--- src/rtl/input_port_ctrl.sv ---
// Polling controller for an 8-bit input port: periodic enable, two-stage capture,
// change/overrun status and a single-cycle CPU read handshake.
module input_port_ctrl #(
    parameter int WIDTH    = 8,
    parameter int POLL_DIV = 4
) (
    input  logic             clk,
    input  logic             rst_n,
    output logic             port_en,
    input  logic [WIDTH-1:0] port_data,
    input  logic             rd_req,
    output logic             rd_ack,
    output logic [WIDTH-1:0] rd_data,
    input  logic             irq_en,
    output logic             irq,
    output logic             new_flag,
    output logic             overrun
);
    localparam int               CNT_W      = (POLL_DIV > 1) ? $clog2(POLL_DIV) : 1;
    localparam logic [CNT_W-1:0] CNT_RELOAD = CNT_W'(POLL_DIV - 1);

    typedef enum logic [1:0] {WAIT, ENABLE, SYNC, UPDATE} state_t;

    state_t           r_state;
    state_t           w_state_nxt;
    logic [CNT_W-1:0] r_cnt;
    logic [CNT_W-1:0] w_cnt_nxt;
    logic [WIDTH-1:0] r_s1;
    logic [WIDTH-1:0] r_s2;
    logic [WIDTH-1:0] r_held;
    logic             r_rd_ack;
    logic [WIDTH-1:0] r_rd_data;
    logic             r_new_flag;
    logic             r_overrun;
    logic             w_port_en;
    logic             w_change;
    logic             w_accept;

    always_comb begin
        w_state_nxt = r_state;
        w_cnt_nxt   = r_cnt;
        w_port_en   = 1'b0;
        case (r_state)
            WAIT: begin
                if (r_cnt == '0) begin
                    w_state_nxt = ENABLE;
                end else begin
                    w_cnt_nxt = r_cnt - CNT_W'(1);
                end
            end
            ENABLE: begin
                w_port_en   = 1'b1;
                w_state_nxt = SYNC;
            end
            SYNC: begin
                w_state_nxt = UPDATE;
            end
            UPDATE: begin
                w_state_nxt = WAIT;
                w_cnt_nxt   = CNT_RELOAD;
            end
            default: begin
                w_state_nxt = WAIT;
                w_cnt_nxt   = CNT_RELOAD;
            end
        endcase
    end

    // A change event only fires on the UPDATE edge; the ack register blocks back-to-back reads.
    assign w_change = (r_state == UPDATE) && (r_s2 != r_held);
    assign w_accept = rd_req && !r_rd_ack;

    always_ff @(posedge clk or negedge rst_n) begin
        if (!rst_n) begin
            r_state <= WAIT;
            r_cnt   <= CNT_RELOAD;
            r_s1    <= '0;
            r_s2    <= '0;
            r_held  <= '0;
        end else begin
            r_state <= w_state_nxt;
            r_cnt   <= w_cnt_nxt;
            if (r_state == ENABLE) begin
                r_s1 <= port_data;
            end
            if (r_state == SYNC) begin
                r_s2 <= r_s1;
            end
            if (w_change) begin
                r_held <= r_s2;
            end
        end
    end

    // A read on the same edge as a change returns the pre-update value and leaves new_flag set.
    always_ff @(posedge clk or negedge rst_n) begin
        if (!rst_n) begin
            r_rd_ack   <= 1'b0;
            r_rd_data  <= '0;
            r_new_flag <= 1'b0;
            r_overrun  <= 1'b0;
        end else begin
            r_rd_ack <= w_accept;
            if (w_accept) begin
                r_rd_data <= r_held;
            end
            if (w_change) begin
                r_new_flag <= 1'b1;
            end else if (w_accept) begin
                r_new_flag <= 1'b0;
            end
            if (w_change && r_new_flag && !w_accept) begin
                r_overrun <= 1'b1;
            end else if (w_accept) begin
                r_overrun <= 1'b0;
            end
        end
    end

    assign port_en  = w_port_en;
    assign rd_ack   = r_rd_ack;
    assign rd_data  = r_rd_data;
    assign new_flag = r_new_flag;
    assign overrun  = r_overrun;
    assign irq      = r_new_flag & irq_en;

endmodule

--- config.mk ---
export PLATFORM = sky130hd
export DESIGN_NAME = input_port_ctrl
export DESIGN_NICKNAME = d
export VERILOG_FILES = /design/src/rtl/input_port_ctrl.sv
export SDC_FILE = /design/constraint.sdc
export NUM_CORES = 1
export LEC_CHECK = 0
export CAP_MARGIN = 40
export CORE_UTILIZATION = 40
export CTS_CLUSTER_DIAMETER = 120
export DETAILED_ROUTE_END_ITERATION = 16
export PLACE_DENSITY = 0.61
export RECOVER_POWER = 100
export SKIP_LAST_GASP = 1
export SLEW_MARGIN = 20
export SYNTH_ARGS = -nofsm -noshare
export SYNTH_HDL_FRONTEND = slang
export SYNTH_SLANG_ARGS = --single-unit
--- constraint.sdc ---
create_clock -name clk -period 4.5 [get_ports clk]
set_clock_uncertainty 0.05 [all_clocks]
set_input_delay 1.125 -clock clk [delete_from_list [all_inputs] [get_ports clk]]
set_output_delay 1.125 -clock clk [all_outputs]
set_load 0.005 [all_outputs]
==> metrics.md <==
| Metric | Value |
|---|---|
| DP Wirelength | 1.77 mm |
| Peak supply drop | 0.000159 V |
| Number of buffers inserted during clock tree synthesis | 5 |
| Tmin final | roughly 3.4 ns |
| First-pass detailed-route iteration total | 4 |
| # H-tree levels | 2 |
| First-pass GRT wire length | ~4.4 mm |
| Data arrival at the endpoint of the critical path | about 2.2 ns |
| NumNets Final | 160 |
| Clock-pin slew of the registers on the worst-case setup and hold paths | approximately 0.070 ns |
| Clock tree from TritonCTS | done |
| CTS-repair resized insts | 0 |
| Proportion of layout cells with a drive suffix above 1 | 0.287 |
| Proportion of synthesized chip area in sequential cells | 0.595 |
| Number of synthesized flops with an enable pin | 0 |
| Ratio of final minimum period to clock period | 0.757 |
| Average detailed-routed wire length per instance | 12.5 um |
| Buffer type at the clock tree root | clkbuf_8 |
| Initial drt markers | 26 |
| Pin count of the biggest net entering global routing | 40 |
| Endpoint, Worst Hold | overrun |
| Startpoint class of the critical path | primary input |
| Switching power share of the total | 0.220 |
| GRT Resource Usage Total | 0.139 |
| Synthesis-stage register bit count | 39 |
| Max-slew violation count | 36 |
| Final setup violation count | 0 |
| LEAKAGE | roughly 0.85 nW |
| Number of stages on the worst hold path | 2 |
| Run status | finished, violations left |
| Count of warnings emitted by yosys | 0 |
| Drt total wl | 2.39 mm |
| Number of buffers inserted by post-CTS setup repair | 0 |
| Std cell rows | 22 |
| Portion of total power attributed to sequential cells | 0.573 |
| Number of DRC violations after detailed routing | 0 |
| RSZ-0062 raised after global routing | no |
| Number of nets in the synthesized netlist | roughly 130 |
| Maximum buffer depth of the clock tree | 2 |
| Number of instances in the synthesized netlist | about 110 |
| Layout-stage area growth over the synthesis result | 21.6% |
| Count of max-cap constraint violations | 1 |
| Effective utilization at floorplan | 0.433 |
| Slew of the pin with the lowest slew margin | ~1.8 ns |
| Clock Sink Count | 39 |
| Clock latency on the worst-skew pair | just under 0.3 ns |
| Violations in the final reports | capacitance limit, slew limit |
| Kind of capture point of the worst setup path | output pin |
| FF-to-FF Start | r_held[3] |
| Internal power | roughly 0.00053 W |
| Core footprint | around 3800 um2 |
| Slew headroom | -0.183 |
| GP Congestion | approximately 0.66 |
| Count of final hold-check violations | 0 |
| # port buffers | 24 |
| Cell types with the highest counts after synthesis | dfrtp_1 (37), mux2_2 (34), xnor2_1 (8) |
| Hold buffer count at cts | 0 |
| Startpoint of the worst hold path | overrun |
| Die Wd | 66.1 um |
| Number of antenna violations at the first check in global routing | 0 |
| Synth Area per Inst | 14.5 um2 |
| Total negative slack for setup checks | 0 ns |
| Class of the tightest hold or removal check | reg2reg |
| Cells on worst reg2reg path | 4 |
| Synth area leader | dfrtp_1 |
| Maximum fanout along the worst path | 1 |
| Via total after detailed routing | 927 |
| Power density over the cells | 339 nW/um2 |
| Worst reg2reg path endpoint | r_held[2] |
| Area enclosed by the die boundary | between 4000 and 5000 um2 |
| Aggregate global routing overflow | 0 |
| Peak clock frequency supported by timing | approximately 0.29 GHz |
| Most used standard cell by instance count after synthesis | dfrtp_1 |
| Via count of the first global-routing pass | about 900 |
| Critical path start-end classification | in2out |
| Num ports | 25 |
| R2r setup slk | ~2.2 ns |
| Distinct cell type count after synthesis | 19 |
| Share of power burned in the clock network | 0.326 |
| Worst EP required | ~3.3 ns |
| Ys async rst share | 1.00 |
| Chip Height | between 60 and 70 um |
| Largest cells by area after synthesis | dfrtp_1 (56%), mux2_2 (23%), ha_1 (4.6%) |
| Cell area after synthesis | 1640 um2 |
| Total inserted antenna cells | 0 |
| Remaining antenna violation count after routing | 0 |
| Area share of the largest cell type after synthesis | 0.563 |
| Main flop type after synthesis | dfrtp_1 |
| Relative contribution of combinational cells to total power | 0.101 |
| Worst hold margin | between 0.4 and 0.5 ns |
| Via count normalized by instance count | between 4 and 5 |
| Power dissipated by switching net loads | 0.000149 W |
| Core utilization of the finished layout | 0.526 |
==> area by class of cell <==
cell class / count / area (um2)
clock buffers: 7 / 76.3
fillers: 322 / 1800
inverters: 5 / 18.8
multi-input cells: 66 / 623
well taps: 48 / 60.1
clock inverters: 1 / 5.00
flip-flops and latches: 39 / 978
repair buffers: 25 / 238
==> worst max path at each step <==
stage                       from  end  slack, ns  depth (start not counted)
final                     irq_en  irq       1.10                          3
after global routing      irq_en  irq       1.05                          3
after global placement    irq_en  irq       1.15                          3
after CTS                 irq_en  irq       1.15                          3
after detailed placement  irq_en  irq       1.15                          3
after floorplan           irq_en  irq       2.06                          1
==> metal layers <==
layer  up-vias  global-route usage  part of all wire
li1        451                   -                 -
met1       443               0.188              0.50
met2        27               0.194              0.43
met3         6              0.0569             0.053
met4         0              0.0638             0.023
met5         -                   0                 0
==> kinds of logic after synthesis <==
group,count (synthesis),share of synthesized area
XOR/XNOR,8,0.0426
buffers and inverters,8,0.0190
multiplexers,34,0.233
AO/OA/AOI/OAI,6,0.0274
flip-flops,39,0.595
AND/OR/NAND/NOR,12,0.0373
adder cells (fa/ha/maj),6,0.0457
==> registers in the layout (all words and copies together) (netlist names) <==
name      count
rd_ack        1
r_state       2
overrun       1
r_s2          8
new_flag      1
r_s1          8
r_cnt         2
rd_data       8
r_held        8
==> power groups by stage <==
stage	logic, W	registers, W	clock network [W]
6_report	0.0000684	0.000389	0.000221
3_5_place_dp	0.0000768	0.000397	0
2_1_floorplan	0.0000315	0.000394	0
3_3_place_gp	0.0000757	0.000395	0
4_1_cts	0.0000771	0.000390	0.000229
5_1_grt	0.0000768	0.000392	0.000252
==> worst max-delay path: stages <==
cell and delay (ns):
clkdlybuf4s50_1 0.44, and2_1 0.11, dlygate4sd3_1 0.55
==> cells in the final DEF, fill, tap and decap left out, types with 2 or more instances in the layout <==
| master | Yosys | final |
|---|---|---|
| inv_1 | 5 | 5 |
| xnor2_1 | 8 | 8 |
| mux2_2 | 34 | 34 |
| a21oi_1 | 3 | 3 |
| nand4_1 | 2 | 2 |
| o21ai_0 | 1 | 2 |
| nor3_1 | 3 | 3 |
| ha_1 | 6 | 6 |
| clkbuf_1 | 2 | 4 |
| dlygate4sd3_1 | 0 | 22 |
| nand2_1 | 3 | 3 |
| clkbuf_8 | 0 | 5 |
| dfrtp_1 | 37 | 37 |
==> stage by stage <==
step	setup WS, ns	std cells	power, W	cell area [um2]
after floorplan	2.06	113	0.000426	1640
after global placement	1.15	182	0.000471	1930
after detailed placement	1.15	182	0.000473	1930
after CTS	1.15	190	0.000696	2010
after global routing	1.05	191	0.000721	2000
final	1.10	191	0.000678	2000
(Power assumes the default switching activity.)
==> edit 1: new RTL, same flow settings <==
Change the parameter `WIDTH` from 8 to 9.
--- a/src/rtl/input_port_ctrl.sv
+++ b/src/rtl/input_port_ctrl.sv
@@ -1,7 +1,7 @@
 // Polling controller for an 8-bit input port: periodic enable, two-stage capture,
 // change/overrun status and a single-cycle CPU read handshake.
 module input_port_ctrl #(
-    parameter int WIDTH    = 8,
+    parameter int WIDTH    = 9,
     parameter int POLL_DIV = 4
 ) (
     input  logic             clk,
Ports: changed (resized port_data and rd_data); port bits go from 25 to 27. No check against the original RTL was run, so the function may have changed too.
==> edit 1 against the unedited design <==
- wire length is 24% higher
- cell area is 11% higher
- combinational power increased by 6.0%
- synthesized cell count is 27% higher
- power grew 12%
- count of clock-buffer cells in the layout is 1 higher
- hold slack worse by 12 ps
- sequential share of layout area fell by 0.15 points
- critical path depth stayed put
- area after synthesis rose by 11%
- setup slack got worse by 4.3 ps
- sequential cell count rose by 4
==> edit 1: results (changes against the unedited design) <==
Status
  – Outcome: completed (was finished, violations left)

Detailed routing
  – Met3 WL: 111 µm (was 127 µm)
  – Met2 WL post-DR: 1483 µm (was 1021 µm)
  – Met1 wire length: 1279 µm (was 1186 µm)
  – DR iter-0 viols: 45 (was 26)
  – Via count: 1099 (was 927)

Flow run
  – Max-cap viol count: 0 (was 1)

Global routing
  – Largest net degree at the start of global routing: 24 (was 40)
  – Vias in the first global route: 1184 (was 905)
  – First-pass GRT wire length: 5437 µm (was 4374 µm)
  – Met2 usage: 23.52% (was 19.39%)
  – Met3 GRT Util: 3.488% (was 5.690%)
  – Total GRT Usage: 14.47% (was 13.95%)

Synthesis
  – Post-synthesis sequential area ratio: 59.16% (was 59.51%)
  – Synth Warn #: 0 (unchanged)
  – Synth top area cells: dfrtp_1, mux2_2, nand2_1 (was dfrtp_1, mux2_2, ha_1)
  – Post-Synth XOR/XNOR Area: 4.324% (was 4.262%)
  – Synth Area in Compound Gates: 3.226% (was 2.740%)
  – Post-synth cell types: 20 (was 19)
  – Commonest cells in the synthesized netlist: dfrtp_1, nand2_1, mux2_2, xnor2_1 (was dfrtp_1, mux2_2, xnor2_1, ha_1, inv_1)
  – Syn nets: 163 (was 131)

Final layout
  – Plain + repair buffers: 27 (was 25)
  – Clock buffer count: 8 (was 7)
  – Layout non-clock buf frac: 11.66% (was 11.89%)
  – Fin nets: 192 (was 160)
  – Seq Cell Count: 43 (was 39)
  – Multi-input combinational area share: 31.07% (was 31.16%)
  – Number of fill cells: 387 (was 322)
  – FF+latch area: 1079 µm² (was 978.4 µm²)
  – Clk cell area share: 4.527% (was 4.068%)
  – Multi-input gates: 90 (was 66)
  – Layout cells sized above 1: 21.26% (was 28.67%)

Place
  – Final Wtd Congestion: 0.6601 (was 0.6629)
  – PortBufs: 26 (was 24)
  – Placement Cell Area: 2150 µm² (was 1927 µm²)

Timing
  – Slew @ Worst Pin: 1154 ps (was 1775 ps)

Setup path
  – Flop-to-flop setup slack: 2770 ps (was 2210 ps)
  – Worst r2r src: r_held[4] (was r_held[3])
  – Reg2reg end: r_held[6] (was r_held[2])

Hold path
  – Worst hold start: rd_data[7] (was overrun)

Pwr
  – Leak pwr: 0.9831 nW (was 0.8501 nW)
  – VDD IR max: 0.1696 mV (was 0.1588 mV)

Die
  – Core area: 4354 µm² (was 3799 µm²)
-- edit 1: power by group --
part           switching (mW)  total [mW]  internal [mW]
combinational          0.0299      0.0725         0.0426
sequential             0.0161       0.427          0.411
clock                   0.117       0.256          0.140
-- edit 1: critical path, cell delays in order --
cell,delay (ps)
clkdlybuf4s50_1,450
and2_1,110
dlygate4sd3_1,550
-- edit 1: through the flow --
step / setup WS, ps / std cells / hold slack [ps] / power [mW] / util, %
2_1_floorplan: 2057 / 144 / 419.8 / 0.4659 / -
3_3_place_gp: 1151 / 217 / 408.8 / 0.5125 / 48.74
3_5_place_dp: 1146 / 218 / 416.7 / 0.5205 / 49.37
4_1_cts: 1147 / 226 / 436.2 / 0.7820 / 51.67
5_1_grt: 1061 / 226 / 464.0 / 0.8022 / 50.78
6_report: 1091 / 226 / 424.9 / 0.7558 / 50.78
==> edit 2: new RTL, same flow settings <==
Made on the original files. The 4 states of `state_t` get a Gray code encoding in 2 bits.
--- a/src/rtl/input_port_ctrl.sv
+++ b/src/rtl/input_port_ctrl.sv
@@ -19,7 +19,7 @@
     localparam int               CNT_W      = (POLL_DIV > 1) ? $clog2(POLL_DIV) : 1;
     localparam logic [CNT_W-1:0] CNT_RELOAD = CNT_W'(POLL_DIV - 1);
 
-    typedef enum logic [1:0] {WAIT, ENABLE, SYNC, UPDATE} state_t;
+    typedef enum logic [1:0] {WAIT = 2'b00, ENABLE = 2'b01, SYNC = 2'b11, UPDATE = 2'b10} state_t;
 
     state_t           r_state;
     state_t           w_state_nxt;
Check against the original RTL: same outputs for any inputs over 10 cycles, from zero or initial values and one cycle with rst_n low; not proved beyond that.
==> edit 2 against the unedited design <==
- the run still ends with max-capacitance violations, max-slew violations left
- sequential cell count unchanged
- power increased by 4.4%
- cell area decreased by 2.8%
- via count decreased by 2.4%
- wire length increased by 4.5%
- non-clock buffer count unchanged
- setup slack got worse by 20 ps
- area after synthesis decreased by 5.1%
==> edit 2: results (changes against the unedited design) <==
Status
  – Outcome: finished, violations left (unchanged)
  – Failing checks: max-capacitance violations, max-slew violations (unchanged)

Place
  – Cell total after placement: 176 (was 182)
  – Placement Cell Area: 1844 µm² (was 1927 µm²)
  – Hpwl dp: 1780 µm (was 1769 µm)
  – DP Worst Slack: 1137 ps (was 1149 ps)

Synthesis
  – Post-synth cell types: 18 (was 19)
  – Post-synthesis sequential area ratio: 62.71% (was 59.51%)
  – Post-Synth Adder-Cell Area: 0.8019% (was 4.566%)
  – Synth top area cells: dfrtp_1, mux2_2, xor2_1 (was dfrtp_1, mux2_2, ha_1)
  – Synth Area in Compound Gates: 2.727% (was 2.740%)
  – Syn Inst Count: 107 (was 113)
  – Post-Synth XOR/XNOR Area: 4.491% (was 4.262%)
  – Syn nets: 120 (was 131)

Global routing
  – Met2 usage: 22.76% (was 19.39%)
  – Total GRT Usage: 14.27% (was 13.95%)
  – Met3 GRT Util: 6.338% (was 5.690%)
  – M1 GR Usage: 16.71% (was 18.82%)

Detailed routing
  – Routed wire per std cell: 13.50 µm (was 12.51 µm)
  – DR iter-0 viols: 33 (was 26)

Timing
  – Slew @ Worst Pin: 1772 ps (was 1775 ps)
  – Pins Over Slew Limit: 35 (was 36)

Setup path
  – Crit Path Max Fanout: 1 (unchanged)
  – Arrival time worst endpoint: 2250 ps (was 2230 ps)

Pwr
  – VDD IR max: 0.1544 mV (was 0.1588 mV)
  – Leak pwr: 0.8498 nW (was 0.8501 nW)

Flow run
  – Max-cap viol count: 1 (unchanged)

Final layout
  – Number of fill cells: 335 (was 322)
  – Cell Count, Final, Fillers Out: 185 (was 191)
-- edit 2: cell types whose count changed after synthesis, sizes merged, moves of 3 or more --
cell,delta
nor2,+3
xnor2,-8
ha,-5
nor3,-3
xor2,+8
-- edit 2: path summary, 6_finish.rpt --
path / endpoint / start / depth (start not counted) / slack, ps
min in group asynchronous: rd_ack / rst_n / 1 / 630
min: r_state[1] / r_state[0] / 0 / 440
max reg2reg: r_held[3] / r_held[1] / 4 / 2510
max in group asynchronous: r_held[2] / rst_n / 2 / 1820
max: irq / irq_en / 3 / 1080
min reg2reg: r_state[1] / r_state[0] / 0 / 440
-- edit 2: per-layer routing --
metal  routed length [µm]  part of all wire (%)  vias to the layer above
met2                 1262                    51                       22
met3                  121                   4.8                        7
met5                    0                     0                        -
met1                 1067                    43                      453
met4                   46                   1.8                        0
li1                     -                     -                      423
-- edit 2: power breakdown --
group | internal [mW] | leakage, nW | switching, mW
Combinational | 0.0445 | 0.337 | 0.0243
Clock | 0.140 | 0.0515 | 0.110
Sequential | 0.374 | 0.462 | 0.0145
Total | 0.558 | 0.850 | 0.149
-- edit 2: layout make-up --
type	instances	area [µm²]	share of cell area, %
repair buffers	25	237.7	12.23
multi-input cells	60	548.0	28.20
clock buffers	8	100.1	5.151
well taps	48	60.06	3.091
flip-flops and latches	39	978.4	50.35
inverters	5	18.77	0.9659
-- edit 2: cells by family after synthesis --
logic type,Yosys count
flip-flops,39
multiplexers,32
AND/OR/NAND/NOR,13
XOR/XNOR,8
buffers and inverters,8
AO/OA/AOI/OAI,6
adder cells (fa/ha/maj),1
-- edit 2: critical path: stages --
cell and delay (ps):
clkdlybuf4s50_1 460, and2_1 110, dlygate4sd3_1 550
